`src/rtl/sv_req_buffer_if.sv`:
```
// Request/drain bundle for sv_req_buffer: upstream master handshake plus memory-side req/ack port.
interface sv_req_buffer_if #(
    parameter int unsigned ADDR_W  = 32,
    parameter int unsigned DATA_W  = 64,
    parameter int unsigned VALID_W = 3,
    parameter int unsigned DEPTH   = 4
);
    localparam int unsigned LVL_W = $clog2(DEPTH + 1);

    logic [ADDR_W-1:0]  addr;
    logic [VALID_W-1:0] valid;
    logic [DATA_W-1:0]  data;
    logic               wen;
    logic               ren;
    logic               ready;

    logic [ADDR_W-1:0]  m_addr;
    logic [VALID_W-1:0] m_valid;
    logic [DATA_W-1:0]  m_data;
    logic               m_wen;
    logic               m_req;
    logic               m_ack;

    logic [LVL_W-1:0]   level;

    // Environment side: issues requests and acknowledges the memory port.
    modport master (
        output addr, valid, data, wen, ren, m_ack,
        input  ready, m_addr, m_valid, m_data, m_wen, m_req, level
    );

    // Buffer side.
    modport slave (
        input  addr, valid, data, wen, ren, m_ack,
        output ready, m_addr, m_valid, m_data, m_wen, m_req, level
    );
endinterface

```
`src/rtl/sv_req_buffer.sv`:
```
// Request FIFO between the request master and a req/ack memory port, replaying entries in order.
// Optional SV_REQ_BUFFER_STATS_EN adds wr_cnt/rd_cnt counters of popped write/read entries.
module sv_req_buffer #(
    parameter int unsigned ADDR_W  = 32,
    parameter int unsigned DATA_W  = 64,
    parameter int unsigned VALID_W = 3,
    parameter int unsigned DEPTH   = 4
) (
    input  logic               clk,
    input  logic               reset,
    sv_req_buffer_if.slave     bus
`ifdef SV_REQ_BUFFER_STATS_EN
    ,
    output logic [31:0]        wr_cnt,
    output logic [31:0]        rd_cnt
`endif
);
    localparam int unsigned PTR_W = $clog2(DEPTH);
    localparam int unsigned LVL_W = $clog2(DEPTH + 1);

    logic [ADDR_W-1:0]  addr_q  [DEPTH];
    logic [VALID_W-1:0] valid_q [DEPTH];
    logic [DATA_W-1:0]  data_q  [DEPTH];
    logic               wen_q   [DEPTH];

    logic [PTR_W-1:0] wr_ptr_q, wr_ptr_d;
    logic [PTR_W-1:0] rd_ptr_q, rd_ptr_d;
    logic [LVL_W-1:0] level_q, level_d;
    logic             ready_q, ready_d;
    logic             m_req_q, m_req_d;

    logic push_c;
    logic pop_c;

    // Both wen and ren count as one request; wen wins when both are set.
    assign push_c = (bus.wen | bus.ren) & ready_q;
    assign pop_c  = m_req_q & bus.m_ack;

    // Pointer and occupancy next state; ready/m_req are registered from the next level.
    always_comb begin
        wr_ptr_d = wr_ptr_q;
        rd_ptr_d = rd_ptr_q;
        level_d  = level_q;
        if (push_c) begin
            wr_ptr_d = wr_ptr_q + PTR_W'(1);
        end
        if (pop_c) begin
            rd_ptr_d = rd_ptr_q + PTR_W'(1);
        end
        if (push_c && !pop_c) begin
            level_d = level_q + LVL_W'(1);
        end else if (pop_c && !push_c) begin
            level_d = level_q - LVL_W'(1);
        end
        ready_d = (level_d != LVL_W'(DEPTH));
        m_req_d = (level_d != LVL_W'(0));
    end

    always_ff @(posedge clk or posedge reset) begin
        if (reset) begin
            wr_ptr_q <= '0;
            rd_ptr_q <= '0;
            level_q  <= '0;
            ready_q  <= 1'b1;
            m_req_q  <= 1'b0;
            for (int i = 0; i < int'(DEPTH); i++) begin
                addr_q[i]  <= '0;
                valid_q[i] <= '0;
                data_q[i]  <= '0;
                wen_q[i]   <= 1'b0;
            end
        end else begin
            wr_ptr_q <= wr_ptr_d;
            rd_ptr_q <= rd_ptr_d;
            level_q  <= level_d;
            ready_q  <= ready_d;
            m_req_q  <= m_req_d;
            if (push_c) begin
                addr_q[wr_ptr_q]  <= bus.addr;
                valid_q[wr_ptr_q] <= bus.valid;
                data_q[wr_ptr_q]  <= bus.data;
                wen_q[wr_ptr_q]   <= bus.wen;
            end
        end
    end

    assign bus.ready   = ready_q;
    assign bus.m_req   = m_req_q;
    assign bus.level   = level_q;
    assign bus.m_addr  = addr_q[rd_ptr_q];
    assign bus.m_valid = valid_q[rd_ptr_q];
    assign bus.m_data  = data_q[rd_ptr_q];
    assign bus.m_wen   = wen_q[rd_ptr_q];

`ifdef SV_REQ_BUFFER_STATS_EN
    logic [31:0] wr_cnt_q;
    logic [31:0] rd_cnt_q;

    // Pop counters split by entry type; wrap naturally at 2^32.
    always_ff @(posedge clk or posedge reset) begin
        if (reset) begin
            wr_cnt_q <= '0;
            rd_cnt_q <= '0;
        end else if (pop_c) begin
            if (wen_q[rd_ptr_q]) begin
                wr_cnt_q <= wr_cnt_q + 32'd1;
            end else begin
                rd_cnt_q <= rd_cnt_q + 32'd1;
            end
        end
    end

    assign wr_cnt = wr_cnt_q;
    assign rd_cnt = rd_cnt_q;
`endif

endmodule
```
`src/flat_wrapper.sv`:
```
// flat-port wrapper written by rule: the top's interface ports become plain ports
module sv_req_buffer_flat 
#(
    parameter int unsigned ADDR_W  = 32,
    parameter int unsigned DATA_W  = 64,
    parameter int unsigned VALID_W = 3,
    parameter int unsigned DEPTH   = 4
)
  (clk, reset, bus_addr, bus_valid, bus_data, bus_wen, bus_ren, bus_m_ack, bus_ready, bus_m_addr, bus_m_valid, bus_m_data, bus_m_wen, bus_m_req, bus_level);
  sv_req_buffer_if #(.ADDR_W(ADDR_W), .DATA_W(DATA_W), .VALID_W(VALID_W), .DEPTH(DEPTH)) bus_i ();
  input  logic clk;
  input  logic reset;
  input wire logic [$bits(bus_i.addr)-1:0] bus_addr;
  input wire logic [$bits(bus_i.valid)-1:0] bus_valid;
  input wire logic [$bits(bus_i.data)-1:0] bus_data;
  input wire logic [$bits(bus_i.wen)-1:0] bus_wen;
  input wire logic [$bits(bus_i.ren)-1:0] bus_ren;
  input wire logic [$bits(bus_i.m_ack)-1:0] bus_m_ack;
  output wire logic [$bits(bus_i.ready)-1:0] bus_ready;
  output wire logic [$bits(bus_i.m_addr)-1:0] bus_m_addr;
  output wire logic [$bits(bus_i.m_valid)-1:0] bus_m_valid;
  output wire logic [$bits(bus_i.m_data)-1:0] bus_m_data;
  output wire logic [$bits(bus_i.m_wen)-1:0] bus_m_wen;
  output wire logic [$bits(bus_i.m_req)-1:0] bus_m_req;
  output wire logic [$bits(bus_i.level)-1:0] bus_level;
  assign bus_i.addr = bus_addr;
  assign bus_i.valid = bus_valid;
  assign bus_i.data = bus_data;
  assign bus_i.wen = bus_wen;
  assign bus_i.ren = bus_ren;
  assign bus_i.m_ack = bus_m_ack;
  assign bus_ready = bus_i.ready;
  assign bus_m_addr = bus_i.m_addr;
  assign bus_m_valid = bus_i.m_valid;
  assign bus_m_data = bus_i.m_data;
  assign bus_m_wen = bus_i.m_wen;
  assign bus_m_req = bus_i.m_req;
  assign bus_level = bus_i.level;
  sv_req_buffer #(.ADDR_W(ADDR_W), .DATA_W(DATA_W), .VALID_W(VALID_W), .DEPTH(DEPTH)) u_core (.clk(clk), .reset(reset), .bus(bus_i));
endmodule
```
`config.mk`:
```
export PLATFORM = sky130hd
export DESIGN_NAME = sv_req_buffer_flat
export DESIGN_NICKNAME = d
export VERILOG_FILES = /design/src/rtl/sv_req_buffer_if.sv /design/src/rtl/sv_req_buffer.sv /design/src/flat_wrapper.sv
export SDC_FILE = /design/constraint.sdc
export NUM_CORES = 1
export LEC_CHECK = 0
export CORE_UTILIZATION = 51
export DETAILED_ROUTE_END_ITERATION = 16
export GPL_ROUTABILITY_DRIVEN = 0
export PLACE_DENSITY = 0.76
export SLEW_MARGIN = 5
export SYNTH_ARGS = -nofsm -noshare
export SYNTH_HDL_FRONTEND = slang
export SYNTH_SLANG_ARGS = --single-unit
```
`constraint.sdc`:
```
create_clock -name clk -period 12.9 [get_ports clk]
set_clock_uncertainty 0.1 [all_clocks]
set_input_delay 1.29 -clock clk [delete_from_list [all_inputs] [get_ports clk]]
set_output_delay 1.29 -clock clk [all_outputs]
set_load 0.01 [all_outputs]
```
==> run_results.csv, run 1 <==
group,metric,value,unit
critical_path,crit_arrival,3.33,ns
synthesis,mappedNetlistNets,1123,
synthesis,ys.warnings.count,0,
floorplanning,floorplan.initialDensity,51.82,%
synthesis,ys_ff_latch,409,
timing,worst_hold_slack,0.3946,ns
drt,remaining_drc_errors,0,
timing,grt_setup_unrepaired,"no",
drt,wl,37.47,mm
clock_tree,cts_root_buffer,"sky130_fd_sc_hd__clkbuf_16",
synthesis,synth.top_cells.by_area,"sky130_fd_sc_hd__dfrtp_1 (56%), sky130_fd_sc_hd__mux2_2 (18%), sky130_fd_sc_hd__mux4_2 (12%)",
synthesis,yosys.area.top_type,"sky130_fd_sc_hd__dfrtp_1",
critical_path,data_required_time_at_the_worst_endpoint,11.51,ns
floorplanning,placeableCoreArea,0.03548,sq mm
clock_tree,clock_latency,0.55,ns
synthesis,synth_ff_type,"sky130_fd_sc_hd__dfrtp_1",
floorplanning,die_h,191.9,microns
timing,worstMarginPinSlew,1.097,ns
drt,wl_per_cell,22.04,microns
drt,drt_pre_antenna_iters,4,
timing,final.setup.worst_slack,8.184,ns
drt,avgViaCountPerCell,5.668,
timing,setup_violations,0,
synthesis,synthCells,1013,
grt,total_global_routing_overflow,0,
synthesis,netlist.area_leader.share,55.52,%
clock_tree,tritoncts_clock_tree,"built",
floorplanning,chipWidth,191.9,microns
clock_tree,cts_inserted_buffers,44,
placement,detailedPlace.worstSlack,8.695,ns
clock_tree,clock_tree.buffer_depth,3,
grt,antenna_found_initial,3,
final_layout,multi_input_comb_area,0.007468,sq mm
power_and_ir_drop,power.leakage,9.400,nW
grt,grt_max_degree,165,
clock_tree,ctsResizeCount,0,
timing,timing.slew.headroom,26.87,%
synthesis,post_synth.cell_area_avg,18.15,sq um
floorplanning,die-area,0.03682,sq mm
synthesis,mappedNetlistArea,0.01839,sq mm
timing,maxSlewViolCount,0,
critical_path,critPathKind,"reg -> out",
clock_tree,cts_num_sinks,409,
synthesis,synth_sequential_area_ratio,55.66,%
final_layout,filler_cell_count,2540,
placement,placed_area,0.02046,sq mm
hold_path,classification_of_the_worst_slack_hold_path,"reg -> reg",
drt,ant_nets,0,
final_layout,stdcell_area,0.02199,sq mm
critical_path,worstSetupStartpointType,"flip-flop",
placement,placement.io_buffers,208,
timing,hold_viol,0,
clock_tree,path_clk_slew,0.06,ns
clock_tree,cts_hold_buf,0,
job,max_cap_violations,0,
synthesis,edff_count_synth,0,
power_and_ir_drop,power.density,303.8,mW/mm^2
drt,vias,9635,
final_layout,layout-drive-gt1-share,46.20,%
critical_path,crit_fanout,51,
grt,grt_first_pass_wirelength,60.20,mm
timing,fin_tns_setup,0,ns
final_layout,final_net_count,1321,
drt,drtIter0Drc,409,
synthesis,synthDistinctLibCells,28,
synthesis,postSynth.asyncResetShare,100.0,%
clock_tree,post_cts_setup_buffer_count,0,
floorplanning,io_pins,209,
grt,grt_usage,21.23,%
synthesis,netlist_top_cells_count,"sky130_fd_sc_hd__dfrtp_1 (408), sky130_fd_sc_hd__mux2_2 (294), sky130_fd_sc_hd__mux2_4 (100), sky130_fd_sc_hd__mux4_2 (100), sky130_fd_sc_hd__buf_6 (30)",
floorplanning,row_count,69,
timing,final.period_utilization,36.55,%
synthesis,yosysMostFrequentCell,"sky130_fd_sc_hd__dfrtp_1",
timing,fmaxAchievable,0.2121,GHz
final_layout,layout-area-overhead-vs-synth,19.58,%
grt,first_global_vias,10610,
final_layout,layout.area.seq,0.01024,sq mm
critical_path,critPathCaptureType,"output port",
clock_tree,cts-htree-levels,2,
power_and_ir_drop,vdd_drop_max,0.0001970,V
status,status,"completed",
placement,detailedPlacementHpwl,21.03,mm
timing,period_minus_slack,4.716,ns
area by class of cell:
cell class | count | share of cell area [%]
Inverter | 5 | 0.1195
Timing Repair Buffer | 215 | 9.764
Clock buffer | 61 | 5.622
Sequential cell | 409 | 46.59
Multi-Input combinational cell | 536 | 33.96
Antenna cell | 1 | 0.01138
Tap cell | 461 | 2.623
Clock inverter | 12 | 1.309
layout by cell type (no fill, tap or decap), drive strengths merged, types with 2 or more instances in the layout:
cell,count
buf,7
bufinv,9
clkbuf,61
clkdlybuf4s50,208
clkinv,2
dfrtp,408
ha,6
inv,5
mux2,400
mux4,100
nand2,9
nand3,2
o21ai,3
xnor2,6
where the power goes:
part	switching [W]	internal [W]
Sequential	0.000372	0.00195
Combinational	0.00109	0.00191
Clock	0.000501	0.000844
layer usage:
layer / wire length [microns] / vias to the layer above / GRT usage [%]
li1: - / 4192 / -
met1: 16520 / 5203 / 29.09
met2: 18340 / 181 / 34.16
met3: 1947 / 55 / 4.732
met4: 651 / 4 / 5.952
met5: 22 / - / 0
final timing paths:
path	endpoint	cells after the start	start	slack (ns)
worst min register to register	u_core.addr_q[94]	1	u_core.addr_q[94]	0.39
worst max-delay path	bus_m_addr[1]	3	u_core.rd_ptr_q[1]	8.18
worst max register to register	u_core.data_q[117]	5	u_core.wr_ptr_q[0]	10.26
worst min-delay path	u_core.addr_q[94]	1	u_core.addr_q[94]	0.39
max in group asynchronous	u_core.addr_q[48]	3	reset	9.98
min in group asynchronous	u_core.data_q[223]	2	reset	1.18
worst max-delay path, cell delays in order (launching register included):
cell                              delay [ns]
sky130_fd_sc_hd__dfrtp_4                1.00
sky130_fd_sc_hd__buf_4                  0.80
sky130_fd_sc_hd__mux4_2                 0.40
sky130_fd_sc_hd__clkdlybuf4s50_1        0.55
stage by stage:
stage               util, %  instances  power (W)
floorplan                 -       1013   0.004355
global placement      57.67       1626   0.005295
detailed placement    57.67       1626   0.005380
CTS                   61.96       1699   0.006765
global route          61.96       1699   0.007045
finish                61.97       1700   0.006679
registers in the layout, indices dropped and copies added, names as in the netlist:
| signal | count |
|---|---|
| u_core.wen_q | 4 |
| u_core.wr_ptr_q | 2 |
| u_core.bus.ready | 1 |
| u_core.bus.m_req | 1 |
| u_core.valid_q | 12 |
| u_core.rd_ptr_q | 2 |
| u_core.data_q | 256 |
| u_core.bus.level | 3 |
| u_core.addr_q | 128 |
logic make-up (layout without fill, tap and decap cells):
kind of cell | count (synthesis) | count (layout) | synth area share (%)
compound gates | 7 | 7 | 0.2789
flops | 409 | 409 | 55.66
other cells | 0 | 1 | 0
mux | 501 | 501 | 38.84
fa+ha+maj | 7 | 7 | 0.4627
buf+inv | 68 | 293 | 3.722
simple gates | 15 | 15 | 0.7485
xor+xnor | 6 | 6 | 0.2858
No activity file was read; power rests on OpenSTA's default activity.
==> run 2, diff against run 1 <==
==> constraint.sdc (replaced) <==
create_clock -name clk -period 4.15 [get_ports clk]
set_clock_uncertainty 0.1 [all_clocks]
set_input_delay 0.415 -clock clk [delete_from_list [all_inputs] [get_ports clk]]
set_output_delay 0.415 -clock clk [all_outputs]
set_load 0.01 [all_outputs]
==> run 2 against run 1 <==
Compared with the run above: final cell count is 1.1% higher; clock power grew to 2.9 times the previous value; hold slack worse by 0.092 ns; non-clock buffer count is 14 higher; clock-buffer cell count is 5 higher; sequential share of layout area is 0.26 points lower; via count is 0.52% lower; core utilization is 0.35 points higher; register-to-register slack worse by 8.4 ns; largest cell class unchanged; largest power group unchanged; highest routed layer is now met4.
==> run_results.csv, run 2 (synthesis results as in run 1) <==
group,metric,value,unit
floorplanning,placeableCoreArea,0.03548,sq mm
clock_tree,cts_hold_buf,0,
critical_path,family_with_the_most_delay_on_the_worst_path,"buffers and inverters",
final_layout,most_common_cell_after_layout_fill_and_taps_aside,"sky130_fd_sc_hd__dfrtp_1",
drt,vias,9585,
placement,placed_area,0.02064,sq mm
critical_path,cp_cell_sequence,"buf_4 -> mux4_2 -> clkdlybuf4s50_1",
floorplanning,row_count,69,
clock_tree,path_clk_slew,0.06,ns
timing,grt_setup_unrepaired,"no",
drt,ant_nets,0,
clock_tree,cts_inserted_buffers,45,
drt,drt_pre_antenna_iters,5,
timing,period_minus_slack,3.384,ns
timing,maxSlewViolCount,0,
clock_tree,tritoncts_clock_tree,"built",
timing,hold_viol,0,
critical_path,crit_arrival,2.87,ns
grt,grt_max_degree,106,
clock_tree,clock_tree.buffer_depth,3,
timing,setup_violations,0,
final_layout,filler_cell_count,2560,
timing,worst_hold_slack,0.3029,ns
power_and_ir_drop,power.leakage,9.477,nW
final_layout,final_net_count,1336,
critical_path,critical-path-slowest-cell,"sky130_fd_sc_hd__dfrtp_4",
critical_path,cp.buffers_inverters,2,
clock_tree,clock_latency,0.54,ns
critical_path,data_required_time_at_the_worst_endpoint,3.63,ns
critical_path,cp_slowest_stage_delay,0.87,ns
critical_path,critPathKind,"reg -> out",
power_and_ir_drop,power.density,932.5,mW/mm^2
drt,avgViaCountPerCell,5.579,
placement,detailedPlacementHpwl,21.90,mm
grt,grt_usage,20.76,%
timing,timing.slew.headroom,34.84,%
floorplanning,die_h,191.9,microns
final_layout,largest_register_ffs,256,
final_layout,layout-area-overhead-vs-synth,20.26,%
critical_path,reg2reg_setup_slack,1.84,ns
clock_tree,cts_root_buffer,"sky130_fd_sc_hd__clkbuf_16",
critical_path,r2r.worst_path.cells,3,
status,status,"completed",
timing,fmaxAchievable,0.2955,GHz
grt,grt_first_pass_wirelength,59.02,mm
clock_tree,cts-htree-levels,2,
final_layout,leading_cell_types_in_the_layout_fill_and_taps_excluded,"sky130_fd_sc_hd__dfrtp_1 (406), sky130_fd_sc_hd__mux2_2 (294), sky130_fd_sc_hd__clkdlybuf4s50_1 (208)",
grt,total_global_routing_overflow,0,
timing,worstMarginPinSlew,0.9775,ns
job,max_cap_violations,0,
placement,placement.io_buffers,208,
critical_path,critPathCaptureType,"output port",
critical_path,reg2reg_from,"u_core.bus.ready",
hold_path,classification_of_the_worst_slack_hold_path,"in -> async",
final_layout,reg.largest.list,"u_core.data_q: 256 flops, u_core.addr_q: 128 flops, u_core.valid_q: 12 flops",
grt,antenna_found_initial,1,
final_layout,layout-drive-gt1-share,47.05,%
floorplanning,floorplan.initialDensity,51.82,%
critical_path,crit_fanout,30,
clock_tree,cts_num_sinks,409,
clock_tree,ctsResizeCount,0,
drt,drtIter0Drc,382,
critical_path,worstSetupStartpointType,"flip-flop",
placement,placedCellCount,1640,
power_and_ir_drop,vdd_drop_max,0.0006191,V
floorplanning,chipWidth,191.9,microns
drt,wl_per_cell,21.60,microns
clock_tree,post_cts_setup_buffer_count,0,
floorplanning,io_pins,209,
floorplanning,die-area,0.03682,sq mm
final_layout,largest_register,"u_core.data_q",
final_layout,fin_cells,1718,
timing,final.period_utilization,81.53,%
drt,remaining_drc_errors,0,
critical_path,regToRegEndpoint,"u_core.data_q[190]",
grt,first_global_vias,10330,
final_layout,stdcell_area,0.02211,sq mm
drt,wl,37.12,mm
critical_path,total_number_of_cells_along_the_worst_setup_path,3,
## run 2: report_power, final
| group | switching (W) | internal [W] | total (W) |
|---|---|---|---|
| Combinational | 0.00336 | 0.00601 | 0.00937 |
| Clock | 0.00154 | 0.00243 | 0.00397 |
| Sequential | 0.00120 | 0.00608 | 0.00728 |
## run 2: worst max-delay path by stage
stage / start / to / slack (ns)
floorplan: reset / u_core.addr_q[0] / -1.88
global placement: u_core.rd_ptr_q[0] / bus_m_data[4] / 1.28
detailed placement: u_core.rd_ptr_q[0] / bus_m_addr[26] / 1.27
CTS: u_core.rd_ptr_q[0] / bus_m_data[4] / 0.67
global route: u_core.rd_ptr_q[0] / bus_m_addr[26] / 0.59
finish: u_core.rd_ptr_q[0] / bus_m_addr[26] / 0.77
## run 2: layout make-up
class,count,area (sq um),share of cell area [%]
Clock inverter,11,157.7,0.7129
Clock buffer,66,1315,5.947
Inverter,5,22.52,0.1018
Sequential cell,409,10240,46.32
Antenna cell,1,2.502,0.01132
Timing Repair Buffer,229,2327,10.52
Tap cell,461,576.8,2.608
Multi-Input combinational cell,536,7468,33.77
## run 2: per-layer routing
metal / part of all wire (%) / track usage, % / up-vias
met5: 0 / 0 / -
met4: 2.1 / 6.044 / 0
met2: 48 / 32.88 / 185
met3: 5.8 / 4.878 / 55
li1: - / - / 4224
met1: 44 / 28.62 / 5121
## run 2: worst reg2reg max path: stages (launching register included)
cell                      delay (ns)
sky130_fd_sc_hd__dfstp_2        0.57
sky130_fd_sc_hd__o21a_4         0.33
sky130_fd_sc_hd__nand2_8        0.56
sky130_fd_sc_hd__mux2_2         0.63
## run 2: metrics by stage
| step | utilization, % | total power (W) | setup TNS [ns] | setup WS, ns |
|---|---|---|---|---|
| floorplan | - | 0.01354 | -765.70 | -1.876 |
| global placement | 58.17 | 0.01653 | 0 | 1.278 |
| detailed placement | 58.17 | 0.01679 | 0 | 1.269 |
| CTS | 62.32 | 0.02088 | 0 | 0.6701 |
| global route | 62.32 | 0.02175 | 0 | 0.5901 |
| finish | 62.32 | 0.02062 | 0 | 0.7664 |
